$ cat config.mk
export PLATFORM = sky130hd
export DESIGN_NAME = ser_frame_tx
export DESIGN_NICKNAME = d
export VERILOG_FILES = /design/src/rtl/ser_frame_tx.sv
export SDC_FILE = /design/constraint.sdc
export NUM_CORES = 1
export LEC_CHECK = 0
export CELL_PAD_IN_SITES_DETAIL_PLACEMENT = 0
export CELL_PAD_IN_SITES_GLOBAL_PLACEMENT = 1
export CORE_MARGIN = 2
export CORE_UTILIZATION = 44
export DETAILED_ROUTE_END_ITERATION = 6
export PLACE_DENSITY_LB_ADDON = 0.1
export SYNTH_ARGS = -nofsm -noshare
export SYNTH_HDL_FRONTEND = slang
export SYNTH_SLANG_ARGS = --single-unit
$ cat constraint.sdc
create_clock -name clock -period 3.8 [get_ports clock]
set_input_delay 0.57 -clock clock [delete_from_list [all_inputs] [get_ports clock]]
set_output_delay 0.57 -clock clock [all_outputs]
set_load 0.005 [all_outputs]
$ cat src/rtl/ser_frame_tx.sv
// ser_frame_tx: serial frame transmitter feeding the receiver/router stage.
//
// Accepts a request (port, count, payload) on a one-cycle start strobe while
// idle and shifts out one frame, MSB-first, one bit per clock:
//   START (0) | PORT (PORT_W bits) | COUNT (CNT_W bits) | DATA (N = count bits)
// The line idles high. done pulses in the first idle cycle after a frame, and
// a start in that same cycle is accepted, so back-to-back frames are separated
// by exactly one high bit.
//
// Ports:
//   clock     system clock, rising edge
//   reset     asynchronous active-low reset
//   start     request strobe, accepted only while ready = 1
//   port_sel  destination port field, latched on accept
//   count     payload length N, latched on accept
//   data      payload, data[N-1:0] sent, upper bits ignored
//   serout    serial line output
//   ready     idle and able to accept a request
//   busy      frame in flight
//   done      one-cycle frame-completion pulse

module ser_frame_tx #(
    parameter int unsigned PORT_W = 2,
    parameter int unsigned CNT_W  = 4,
    parameter int unsigned DATA_W = 15
) (
    input  logic              clock,
    input  logic              reset,
    input  logic              start,
    input  logic [PORT_W-1:0] port_sel,
    input  logic [CNT_W-1:0]  count,
    input  logic [DATA_W-1:0] data,
    output logic              serout,
    output logic              ready,
    output logic              busy,
    output logic              done
);

    // Bit index counter must cover the widest field index: PORT_W-1, CNT_W-1
    // and N-1 (N < 2^CNT_W), so max(PORT_W, CNT_W) bits suffice.
    localparam int unsigned BIT_W = (PORT_W > CNT_W) ? PORT_W : CNT_W;

    localparam logic [BIT_W-1:0] PortLast = BIT_W'(PORT_W - 1);
    localparam logic [BIT_W-1:0] CntLast  = BIT_W'(CNT_W - 1);

    typedef enum logic [2:0] {
        StIdle,
        StStart,
        StPort,
        StCnt,
        StData
    } state_e;

    state_e              state_q, state_d;
    logic [BIT_W-1:0]    bit_q, bit_d;
    logic [PORT_W-1:0]   port_q, port_d;
    logic [CNT_W-1:0]    cnt_q, cnt_d;
    logic [DATA_W-1:0]   data_q, data_d;
    logic                done_q, done_d;

    // Latched fields shifted so the bit currently addressed lands in bit 0;
    // avoids indexing narrow vectors with the wider shared counter.
    logic [PORT_W-1:0]   port_sh;
    logic [CNT_W-1:0]    cnt_sh;
    logic [DATA_W-1:0]   data_sh;

    always_comb begin
        state_d = state_q;
        bit_d   = bit_q;
        port_d  = port_q;
        cnt_d   = cnt_q;
        data_d  = data_q;
        done_d  = 1'b0;

        port_sh = port_q >> bit_q;
        cnt_sh  = cnt_q >> bit_q;
        data_sh = data_q >> bit_q;

        serout  = 1'b1;
        ready   = 1'b0;
        busy    = 1'b1;

        case (state_q)
            StIdle: begin
                ready = 1'b1;
                busy  = 1'b0;
                if (start) begin
                    port_d  = port_sel;
                    cnt_d   = count;
                    data_d  = data;
                    state_d = StStart;
                end
            end

            StStart: begin
                serout  = 1'b0;
                bit_d   = PortLast;
                state_d = StPort;
            end

            StPort: begin
                serout = port_sh[0];
                if (bit_q == '0) begin
                    bit_d   = CntLast;
                    state_d = StCnt;
                end else begin
                    bit_d = bit_q - BIT_W'(1);
                end
            end

            StCnt: begin
                serout = cnt_sh[0];
                if (bit_q == '0) begin
                    if (cnt_q != '0) begin
                        bit_d   = BIT_W'(cnt_q) - BIT_W'(1);
                        state_d = StData;
                    end else begin
                        // Empty payload: frame ends after the count field.
                        done_d  = 1'b1;
                        state_d = StIdle;
                    end
                end else begin
                    bit_d = bit_q - BIT_W'(1);
                end
            end

            StData: begin
                serout = data_sh[0];
                if (bit_q == '0) begin
                    done_d  = 1'b1;
                    state_d = StIdle;
                end else begin
                    bit_d = bit_q - BIT_W'(1);
                end
            end

            default: begin
                state_d = StIdle;
            end
        endcase
    end

    always_ff @(posedge clock or negedge reset) begin
        if (!reset) begin
            state_q <= StIdle;
            bit_q   <= '0;
            port_q  <= '0;
            cnt_q   <= '0;
            data_q  <= '0;
            done_q  <= 1'b0;
        end else begin
            state_q <= state_d;
            bit_q   <= bit_d;
            port_q  <= port_d;
            cnt_q   <= cnt_d;
            data_q  <= data_d;
            done_q  <= done_d;
        end
    end

    assign done = done_q;

endmodule

# Yosys cells after proc, flatten, opt, wreduce, memory -nomap -nowiden
# Cells that the tools add are included.
[classes] n_addsub=2 eq_ne=10 shifts=3 mux=18 n_reduce_logical=7
[ops] op="$mux W4" count=4
[ops] op="$pmux W4 S4" count=1
[ops] op="$mux W3" count=5
[ops] op="$pmux W3 S5" count=1
[ops] op="$shr A15 B4 Y1" count=1
[ops] op="$ne A2 B2 Y1 const B" count=5
[ops] op="$reduce_bool A4 Y1" count=2
[ops] op="$sub A4 B1 Y4 const B" count=2
[ops] op="$eq A3 B2 Y1 const B" count=2
[ops] op="$mux W1" count=5
[ops] op="$logic_not A4 Y1" count=1
[ops] op="$pmux W1 S4" count=1
[ops] op="$reduce_and A4 Y1" count=1
[ops] op="$shr A2 B4 Y1" count=1
[ops] op="$shr A4 B4 Y1" count=1
[ops] op="$eq A3 B1 Y1 const B" count=1
[ops] op="$eq A3 B3 Y1 const B" count=1
[ops] op="$logic_not A3 Y1" count=1
[ops] op="$ne A3 B3 Y1 const B" count=1
[ops] op="$reduce_and A3 Y1" count=1
[ops] op="$pmux W1 S2" count=1
[ops] op="$reduce_and A2 Y1" count=1
[totals] ff_bits=29 wordCells=46

# Longest topological paths before layout
# Gate-level depths: netlist (run 1).
[depth] ltp_word=4 depth_mapped=9

# Least setup slack after synthesis (run 1)
# Ideal clock, no wire load.
[synth_path] path_type="reg-to-output" startpoint="register state_q[1]" endpoint="output serout" arrival_time_ps=1445 setup_slack_ps=1785 path_stages_with_launch=7 n_path_buf=1 path_cell_list="dfrtp_1 -> buf_2 -> or3b_1 -> o22ai_1 -> o21ai_1 -> a311oi_1 -> a21oi_1"
[synth_between] elab_chain_len=2
[synth_rtl] element="start, declared" line="54" text="state_e state_q, state_d;"
[synth_rtl] element="start signal, assigned" line="145" text="state_q <= StIdle;"
[synth_rtl] element="start signal, assigned" line="152" text="state_q <= state_d;"
[synth_rtl] element="$eq A3 B3 Y1, or another cell as far along" line="83" text="case (state_q)"
[synth_rtl] element="$pmux W1 S4 *" line="83"
[synth_rtl] element="end, declared" line="33" text="output logic serout,"
# Every way passes the cells marked *; elsewhere a longest branch is shown, timed or not.

# Worst setup path after layout (run 1)
[layout_path] startpoint="register state_q[2]" endpoint="output serout"
# The elaborated chain is that of the path after synthesis.

==> results.cfg, run 1 <==
[outcome]
run_status = finished clean

[logic_synthesis]
postSynthRegisterBits = 29
yosys_cell_types = 46
edff_count_synth = 0
synth_fp_nets = 181
avgSynthCellArea_um2 = 10.8
synth_cells = 155
asyncSetResetFlopFracSynth_pct = 100
post_synthesis_instance_area_um2 = 1680
synth.yosys.warnings = 0
synth_flop_cell = sky130_fd_sc_hd__dfrtp_1
synth_seq_area_share_pct = 43.2

[final_layout]
nNetsFinal = 205
finalNonFillerCells = 226
diodes_inserted = 0
layout-area-overhead-vs-synth_pct = 19.3
final_layout_size_suffix_gt1_share_pct = 8.99

[sta]
final.setup_skew_ps = 3.95
max_transition_viols_final = 0
worst_pin_slew_ps = 957
totalNegativeSetupSlack_ps = 0
setup_viol_count_final = 0
slew-limit-headroom_pct = 36.2
final_hold_violating_endpoints = 0
final.min_clock_period_ps = 3010
final_min_period_over_clock_period_pct = 79.2
rsz_0062_raised_after_global_routing = false
clock.fmax_mhz = 332

[grt]
antenna_found_initial = 0
maximum_number_of_pins_on_one_net_before_global_route_repair = 30
globalRouteTotalUtil_pct = 19.5
number_of_global_route_vias_before_repair = 1342
globalRouteOverflowTotal = 0
grt_first_pass_wirelength_mm = 6.30

[clock_tree]
cts_num_sinks = 29
numCtsBuffers = 5
clock_path_buffers = 2
post_cts_hold_buffer_count = 0
cts_root_buf = sky130_fd_sc_hd__clkbuf_8
clock_latency_ps = 270
tritoncts = done
post_cts.repair.setup_buffers = 0
post_cts.resized_instances = 0
cts-htree-levels = 2
clk_pin_slew_worst_paths_ps = 60

[floorplan]
initial_core_util_pct = 45.9
die_height_um = 65.8
floorplan.die.width_um = 65.8
rows = 22
fp.dieArea_um2 = 4330
num_io_pins = 28
design.core.area_um2 = 3660

[routing]
detail-route-antenna-nets = 0
remaining_drc_errors = 0
number_of_vias_after_detailed_routing = 1264
drt_iter0_drc = 106
routed_via_density = 5.59
avgRoutedWirePerCell_um = 15.6
drtPass1Iterations = 4
route.final.wire_length_mm = 3.53

[critical_path]
worst_setup_path_end_kind = output pin
crit_type = register to output pin
crit_arrival_ps = 2440
worstSetupStartpointType = register
crit_fanout = 18
critical_path_required_ps = 3230

[placement]
placedCellCount = 220
io_buffer_count = 27
hpwlAfterDp_mm = 2.60
place_congestion = 0.895

[run]
max_cap_viol_count = 0

[pwr]
ir_worst_vdd_mv = 0.356
powerDensity_nw_per_um2 = 812
overall_power_after_layout_mw = 1.63
cellLeakagePower_nw = 0.811

[min_path]
hp-class = register to register
[through the flow]
| step | hold slack (ps) | utilization (%) | worst slack (ps) | area (um2) |
|---|---|---|---|---|
| floorplan | 274 | - | 1780 | 1680 |
| global placement | 465 | 52.8 | 1170 | 1930 |
| detailed placement | 467 | 52.8 | 1130 | 1930 |
| CTS | 480 | 54.8 | 819 | 2010 |
| global route | 509 | 54.8 | 604 | 2010 |
| finish | 477 | 54.8 | 791 | 2010 |
[layout make-up]
type	count	area, um2
clock buffers	5	68.8
clock inverters	1	5.00
fillers	323	1660
inverters	6	22.5
multi-input cells	109	846
flip-flops and latches	29	726
well taps	48	60.1
repair buffers	28	278
[cell usage in the layout, fill, tap and decap left out, types with 3 or more instances in the layout]
master	synthesis	layout
sky130_fd_sc_hd__xnor2_1	3	3
sky130_fd_sc_hd__nor2_1	8	8
sky130_fd_sc_hd__nand2b_1	3	3
sky130_fd_sc_hd__clkbuf_8	0	5
sky130_fd_sc_hd__inv_1	5	5
sky130_fd_sc_hd__clkdlybuf4s50_1	0	27
sky130_fd_sc_hd__a211oi_1	3	3
sky130_fd_sc_hd__nand3_1	3	3
sky130_fd_sc_hd__o21ai_1	6	6
sky130_fd_sc_hd__a21oi_1	9	9
sky130_fd_sc_hd__dfrtp_1	29	29
sky130_fd_sc_hd__nor2b_1	3	3
sky130_fd_sc_hd__mux2_1	23	23
sky130_fd_sc_hd__nand2_1	9	9
[worst paths after layout]
kind	startpoint	end	slack, ps	cells after the start
max	state_q[2]	serout	790	6
min	data_q[5]	data_q[5]	480	1
max reg2reg	state_q[0]	data_q[9]	1440	4
min reg2reg	data_q[5]	data_q[5]	480	1
max in group asynchronous	reset	port_q[0]	2830	2
min in group asynchronous	reset	data_q[7]	690	2
[metal layers]
layer,vias to the layer above,global-route usage (%),wire (um)
li1,608,-,-
met1,620,25.9,1600
met2,31,30.9,1710
met3,5,4.94,171
met4,0,7.03,44
met5,-,0,0
[cell usage after synthesis (all sizes together), types with 3 or more instances]
library cell,n,area (um2)
a21oi,9,45.0
dfrtp,29,726
nor2b,3,18.8
o21ai,7,35.0
nand2b,3,18.8
nor3b,4,40.0
nand2,9,33.8
inv,6,22.5
nor2,8,30.0
nand3,4,25.0
a211oi,3,22.5
xnor2,3,26.3
mux2,23,259
buf,11,87.6
[state kept, by name (all words and copies together), names as in the netlist]
name / flops
port_q: 2
data_q: 15
bit_q: 4
done: 1
state_q: 3
cnt_q: 4
[critical path, cell delays in order (launching register included)]
cell,delay [ps]
sky130_fd_sc_hd__dfrtp_1,660
sky130_fd_sc_hd__and3b_1,310
sky130_fd_sc_hd__a211oi_1,290
sky130_fd_sc_hd__o21ai_1,100
sky130_fd_sc_hd__a311oi_1,270
sky130_fd_sc_hd__a21oi_1,70
sky130_fd_sc_hd__clkdlybuf4s50_1,460
[logic make-up after synthesis]
group	count (synthesis)	synth area share, %
flops	29	43.2
mux	25	17.3
buf+inv	17	6.55
xor+xnor	4	2.08
simple gates	40	14.2
compound gates	38	15.2
fa+ha+maj	2	1.49
[report_power, final]
group	internal, mW	switching (mW)
Combinational	0.407	0.354
Sequential	0.458	0.185
Clock	0.120	0.104
Total	0.985	0.643
(Power assumes the default switching activity.)
==> inputs of run 2 (changes only) <==
--- a/config.mk
+++ b/config.mk
@@ -8,7 +8,7 @@
 export CELL_PAD_IN_SITES_DETAIL_PLACEMENT = 0
 export CELL_PAD_IN_SITES_GLOBAL_PLACEMENT = 1
 export CORE_MARGIN = 2
-export CORE_UTILIZATION = 44
+export CORE_UTILIZATION = 37
 export DETAILED_ROUTE_END_ITERATION = 6
 export PLACE_DENSITY_LB_ADDON = 0.1
 export SYNTH_ARGS = -nofsm -noshare
==> constraint.sdc (replaced) <==
create_clock -name clock -period 2.6 [get_ports clock]
set_input_delay 0.39 -clock clock [delete_from_list [all_inputs] [get_ports clock]]
set_output_delay 0.39 -clock clock [all_outputs]
set_load 0.005 [all_outputs]
==> results.cfg, run 2 (same netlist as run 1, synthesis figures left out) <==
[final_layout]
regMostFlops = data_q
nNetsFinal = 215
layout.cells.most_common = sky130_fd_sc_hd__clkdlybuf4s50_1
final_layout_size_suffix_gt1_share_pct = 20.1
largest_reg_flops = 15
finalNonFillerCells = 241
reg_top3 = data_q (15), bit_q (4), cnt_q (4)
multi_input_comb_area_um2 = 870
layout-area-overhead-vs-synth_pct = 26.7
regArea_um2 = 732
diodes_inserted = 0
layout.filler_cells = 385
mostFrequentLayoutCells = sky130_fd_sc_hd__clkdlybuf4s50_1 (26), sky130_fd_sc_hd__dfrtp_1 (24), sky130_fd_sc_hd__mux2_1 (22)
fin_util_pct = 48.9
stdcell_area_um2 = 2130

[pwr]
ir_worst_vdd_mv = 0.486
cellLeakagePower_nw = 0.876
powerDensity_nw_per_um2 = 1200

[routing]
detail-route-antenna-nets = 0
avgRoutedWirePerCell_um = 15.3
drt_iter0_drc = 111
remaining_drc_errors = 0
routed_via_density = 5.40
route.final.wire_length_mm = 3.70
number_of_vias_after_detailed_routing = 1302
drtPass1Iterations = 4

[floorplan]
floorplan.die.width_um = 71.4
design.core.area_um2 = 4350
initial_core_util_pct = 38.6
num_io_pins = 28
die_height_um = 71.4
fp.dieArea_um2 = 5100
rows = 24

[sta]
rsz_0062_raised_after_global_routing = false
totalNegativeSetupSlack_ps = 0
final_hold_violating_endpoints = 0
worst_pin_slew_ps = 621
setup_slack_ps = 336
setup_viol_count_final = 0
final.setup_skew_ps = 6.03
clock.fmax_mhz = 442
max_transition_viols_final = 0
final.min_clock_period_ps = 2260
final_min_period_over_clock_period_pct = 87.1
slew-limit-headroom_pct = 58.5

[clock_tree]
tritoncts = done
post_cts_hold_buffer_count = 0
clk_pin_slew_worst_paths_ps = 60
cts-htree-levels = 2
clock_latency_ps = 280
numCtsBuffers = 5
cts_num_sinks = 29
clock_path_buffers = 2
cts_root_buf = sky130_fd_sc_hd__clkbuf_8

[placement]
post_dp_cell_area_um2 = 1990
hpwlAfterDp_mm = 2.78
place_congestion = 0.922
dp_slack_ps = 238
io_buffer_count = 27
placedCellCount = 231

[critical_path]
r2r_setup_slack_ps = 430
cp_cell_sequence = nor3b_2, a211oi_1, o21ai_1, a311oi_2, a21oi_1, dlymetal6s2s_1
cpPeakStageDelay_ps = 460
crit_arrival_ps = 1870
crit_fanout = 8
worst_path_dominant_cell_family = compound AO/OA/AOI/OAI gates
critical_path_required_ps = 2210
worstReg2RegEnd = bit_q[2]
cp_num_buf_inv = 1
crit_slowest_cell = sky130_fd_sc_hd__dfrtp_2
worst_setup_path_end_kind = output pin
worst_r2r_path_depth = 8
crit_type = register to output pin
worstSetupStartpointType = register
worstReg2RegStart = bit_q[0]

[min_path]
worstHoldPathCells = 1
hold_crit_endpoint = data_q[5]
hp-class = register to register
min-delay-start = data_q[5]

[grt]
antenna_found_initial = 0
grtUsageMet2_pct = 24.5
globalRouteOverflowTotal = 0
global_route.usage.met3_pct = 4.36
grt_busiest_layer = met2
maximum_number_of_pins_on_one_net_before_global_route_repair = 30
grt_first_pass_wirelength_mm = 6.40
number_of_global_route_vias_before_repair = 1288
global_route.usage.met1_pct = 22.7
globalRouteTotalUtil_pct = 16.3

[run]
max_cap_viol_count = 0

[outcome]
run_status = finished clean
==> run 2: layout make-up <==
type / instances / share of cell area [%]
clock buffers: 7 / 4.05
inverters: 6 / 1.06
multi-input cells: 109 / 40.8
flip-flops and latches: 29 / 34.4
well taps: 52 / 3.05
repair buffers: 38 / 16.7
==> run 2: how the worst max path moves through the flow <==
stage,from,to,slack (ps),depth (start not counted)
3_3_place_gp,state_q[1],serout,220,6
4_1_cts,state_q[1],serout,10,6
5_1_grt,bit_q[0],serout,190,6
2_1_floorplan,bit_q[1],bit_q[2],680,8
3_5_place_dp,state_q[1],serout,240,6
6_report,state_q[2],serout,340,6
==> run 2: routing by layer <==
layer / vias up / share of wire (%)
met2: 34 / 48
li1: 627 / -
met5: - / 0
met3: 7 / 5.0
met4: 0 / 1.5
met1: 634 / 45
==> run 2: report_power, final <==
group          switching (mW)  leakage [nW]  internal, mW
registers               0.228         0.347         0.679
logic                   0.605         0.485         0.683
clock network           0.160        0.0443         0.209
total                   0.992         0.876          1.57
==> run 2: what timing repair did <==
| action | 4_1_cts | 5_1_grt |
|---|---|---|
| pin swaps | 0 | 2 |
| resized for setup | 6 | 7 |
| setup endpoints to repair | 1 | 1 |
| setup buffers | 3 | 0 |
==> run 2: stage by stage <==
step	total power [mW]	hold slack [ps]
4_1_cts	2.55	485
3_3_place_gp	2.12	470
5_1_grt	2.79	504
2_1_floorplan	1.79	94.4
6_report	2.56	482
3_5_place_dp	2.12	472
==> inputs of run 3 (changes only) <==
--- a/config.mk
+++ b/config.mk
@@ -8,8 +8,9 @@
 export CELL_PAD_IN_SITES_DETAIL_PLACEMENT = 0
 export CELL_PAD_IN_SITES_GLOBAL_PLACEMENT = 1
 export CORE_MARGIN = 2
-export CORE_UTILIZATION = 37
+export CORE_UTILIZATION = 44
 export DETAILED_ROUTE_END_ITERATION = 6
+export DONT_BUFFER_PORTS = 1
 export PLACE_DENSITY_LB_ADDON = 0.1
 export SYNTH_ARGS = -nofsm -noshare
 export SYNTH_HDL_FRONTEND = slang
==> results.cfg, run 3 (same netlist as run 1, synthesis figures left out) <==
[critical_path]
cp_num_buf_inv = 0
crit_arrival_ps = 1930
cp.depth = 5
worst_setup_path_end_kind = output pin
r2r_setup_slack_ps = 620
crit_type = register to output pin
worstReg2RegEnd = bit_q[2]
crit_fanout = 16
worst_r2r_path_depth = 7
endpoint = serout
worstReg2RegStart = cnt_q[0]
cpPeakStageDelay_ps = 550
worst_path_dominant_cell_family = compound AO/OA/AOI/OAI gates
worst_setup_path_startpoint = state_q[0]
worstSetupStartpointType = register
critical_path_required_ps = 2210
cp_cell_sequence = and3b_1, a211oi_1, o21ai_1, a311oi_1, a21oi_1
crit_slowest_cell = sky130_fd_sc_hd__dfrtp_1

[placement]
hpwlAfterDp_mm = 2.48
place_congestion = 0.881
post_dp_cell_area_um2 = 1680
io_buffer_count = 0

[sta]
final.setup_skew_ps = 5.77
final_min_period_over_clock_period_pct = 89.3
rsz_0062_raised_after_global_routing = false
final_hold_violating_endpoints = 0
clock.fmax_mhz = 431
final.min_clock_period_ps = 2320
setup_viol_count_final = 0
fin_worst_hold_slack_ps = 236
slew-limit-headroom_pct = 63.1
max_transition_viols_final = 0
totalNegativeSetupSlack_ps = 0
worst_pin_slew_ps = 552

[grt]
maximum_number_of_pins_on_one_net_before_global_route_repair = 30
antenna_found_initial = 0
globalRouteOverflowTotal = 0
grt_first_pass_wirelength_mm = 5.96
number_of_global_route_vias_before_repair = 1214
globalRouteTotalUtil_pct = 18.2

[pwr]
overall_power_after_layout_mw = 2.33
internal_power_mw = 1.40
power.share.switching_pct = 40.2
cellLeakagePower_nw = 0.740
powerDensity_nw_per_um2 = 1300
share_clk_of_total_power_pct = 14.9
share_comb_of_total_power_pct = 47.1
total_switching_power_mw = 0.938
ir_worst_vdd_mv = 0.500
power_frac_seq_pct = 37.9

[run]
max_cap_viol_count = 0

[floorplan]
floorplan.die.width_um = 65.8
design.core.area_um2 = 3660
die_height_um = 65.8
rows = 22
initial_core_util_pct = 45.9
fp.dieArea_um2 = 4330
num_io_pins = 28

[final_layout]
mostFrequentLayoutCells = sky130_fd_sc_hd__dfrtp_1 (29), sky130_fd_sc_hd__mux2_1 (23), sky130_fd_sc_hd__a21oi_1 (9), sky130_fd_sc_hd__nand2_1 (9), sky130_fd_sc_hd__nor2_1 (8)
layout.cells.most_common = sky130_fd_sc_hd__dfrtp_1
stdcell_area_um2 = 1800
layout.filler_cells = 342
layout-area-overhead-vs-synth_pct = 6.85
nNetsFinal = 183
regMostFlops = data_q
final_layout_size_suffix_gt1_share_pct = 13.3
fin_util_pct = 49.1
reg_top3 = data_q (15), bit_q (4), cnt_q (4)
largest_reg_flops = 15
diodes_inserted = 0

[routing]
detail-route-antenna-nets = 0
route.final.wire_length_mm = 3.31
routed_via_density = 5.62
drtPass1Iterations = 4
remaining_drc_errors = 0
avgRoutedWirePerCell_um = 16.1
drt_iter0_drc = 27
number_of_vias_after_detailed_routing = 1157

[clock_tree]
tritoncts = done
cts_num_sinks = 29
cts_root_buf = sky130_fd_sc_hd__clkbuf_8
post_cts.repair.setup_buffers = 0
numCtsBuffers = 5
clk_pin_slew_worst_paths_ps = 60
clock_path_buffers = 2
cts-htree-levels = 2
clock_latency_ps = 280

[min_path]
hp-class = primary input to register
worstHoldPathCells = 2

[outcome]
run_status = finished clean
-- run 3: metrics by stage --
stage | worst slack, ps | std cells
floorplan | 684 | 155
global placement | 610 | 196
detailed placement | 581 | 196
CTS | 265 | 206
global route | 81.2 | 206
finish | 277 | 206
-- run 3: cell type report --
cell class                      count  area (um2)  share of cell area [%]
Clock buffer                        6        72.6                    4.04
Clock inverter                      2        10.0                   0.557
Inverter                            6        22.5                    1.25
Multi-Input combinational cell    109         846                    47.1
Sequential cell                    29         726                    40.4
Tap cell                           48        60.1                    3.34
Timing Repair Buffer                6        60.1                    3.34
-- run 3: worst min path at each step --
stage / from / endpoint / slack, ps
2_1_floorplan: reset / bit_q[0] / 90
3_3_place_gp: reset / data_q[4] / 100
3_5_place_dp: reset / data_q[4] / 100
4_1_cts: count[0] / cnt_q[0] / 230
5_1_grt: count[0] / cnt_q[0] / 230
6_report: count[0] / cnt_q[0] / 240
-- run 3: timing repair --
| item | 4_1_cts | 5_1_grt |
|---|---|---|
| hold buffers | 2 | 0 |
| setup endpoints to repair | 0 | 0 |
| endpoints found under the hold margin | 29 | 0 |
| resized for setup | 0 | 0 |
-- run 3: per-layer routing --
metal	share of wire, %	global-route usage [%]	vias up
met2	48	28.2	24
met3	4.2	4.77	3
li1	-	-	561
met5	0	0	-
met1	47	24.2	569
met4	0.88	7.55	0
-- run 3: worst reg2reg max path: stages, from the launching register on --
cell and delay (ps):
sky130_fd_sc_hd__dfrtp_1 430, sky130_fd_sc_hd__inv_1 90, sky130_fd_sc_hd__ha_1 180, sky130_fd_sc_hd__nor3b_1 490, sky130_fd_sc_hd__a31oi_1 140, sky130_fd_sc_hd__and2b_4 300, sky130_fd_sc_hd__o21bai_1 70, sky130_fd_sc_hd__a21o_1 170
-- run 3: power by group through the flow --
| stage | combinational, mW | sequential [mW] | clock, mW |
|---|---|---|---|
| after CTS | 1.11 | 0.888 | 0.362 |
| after global placement | 1.09 | 0.888 | 0 |
| after global routing | 1.25 | 0.930 | 0.394 |
| after floorplan | 1.01 | 0.772 | 0 |
| after detailed placement | 1.09 | 0.897 | 0 |
| final | 1.10 | 0.886 | 0.349 |
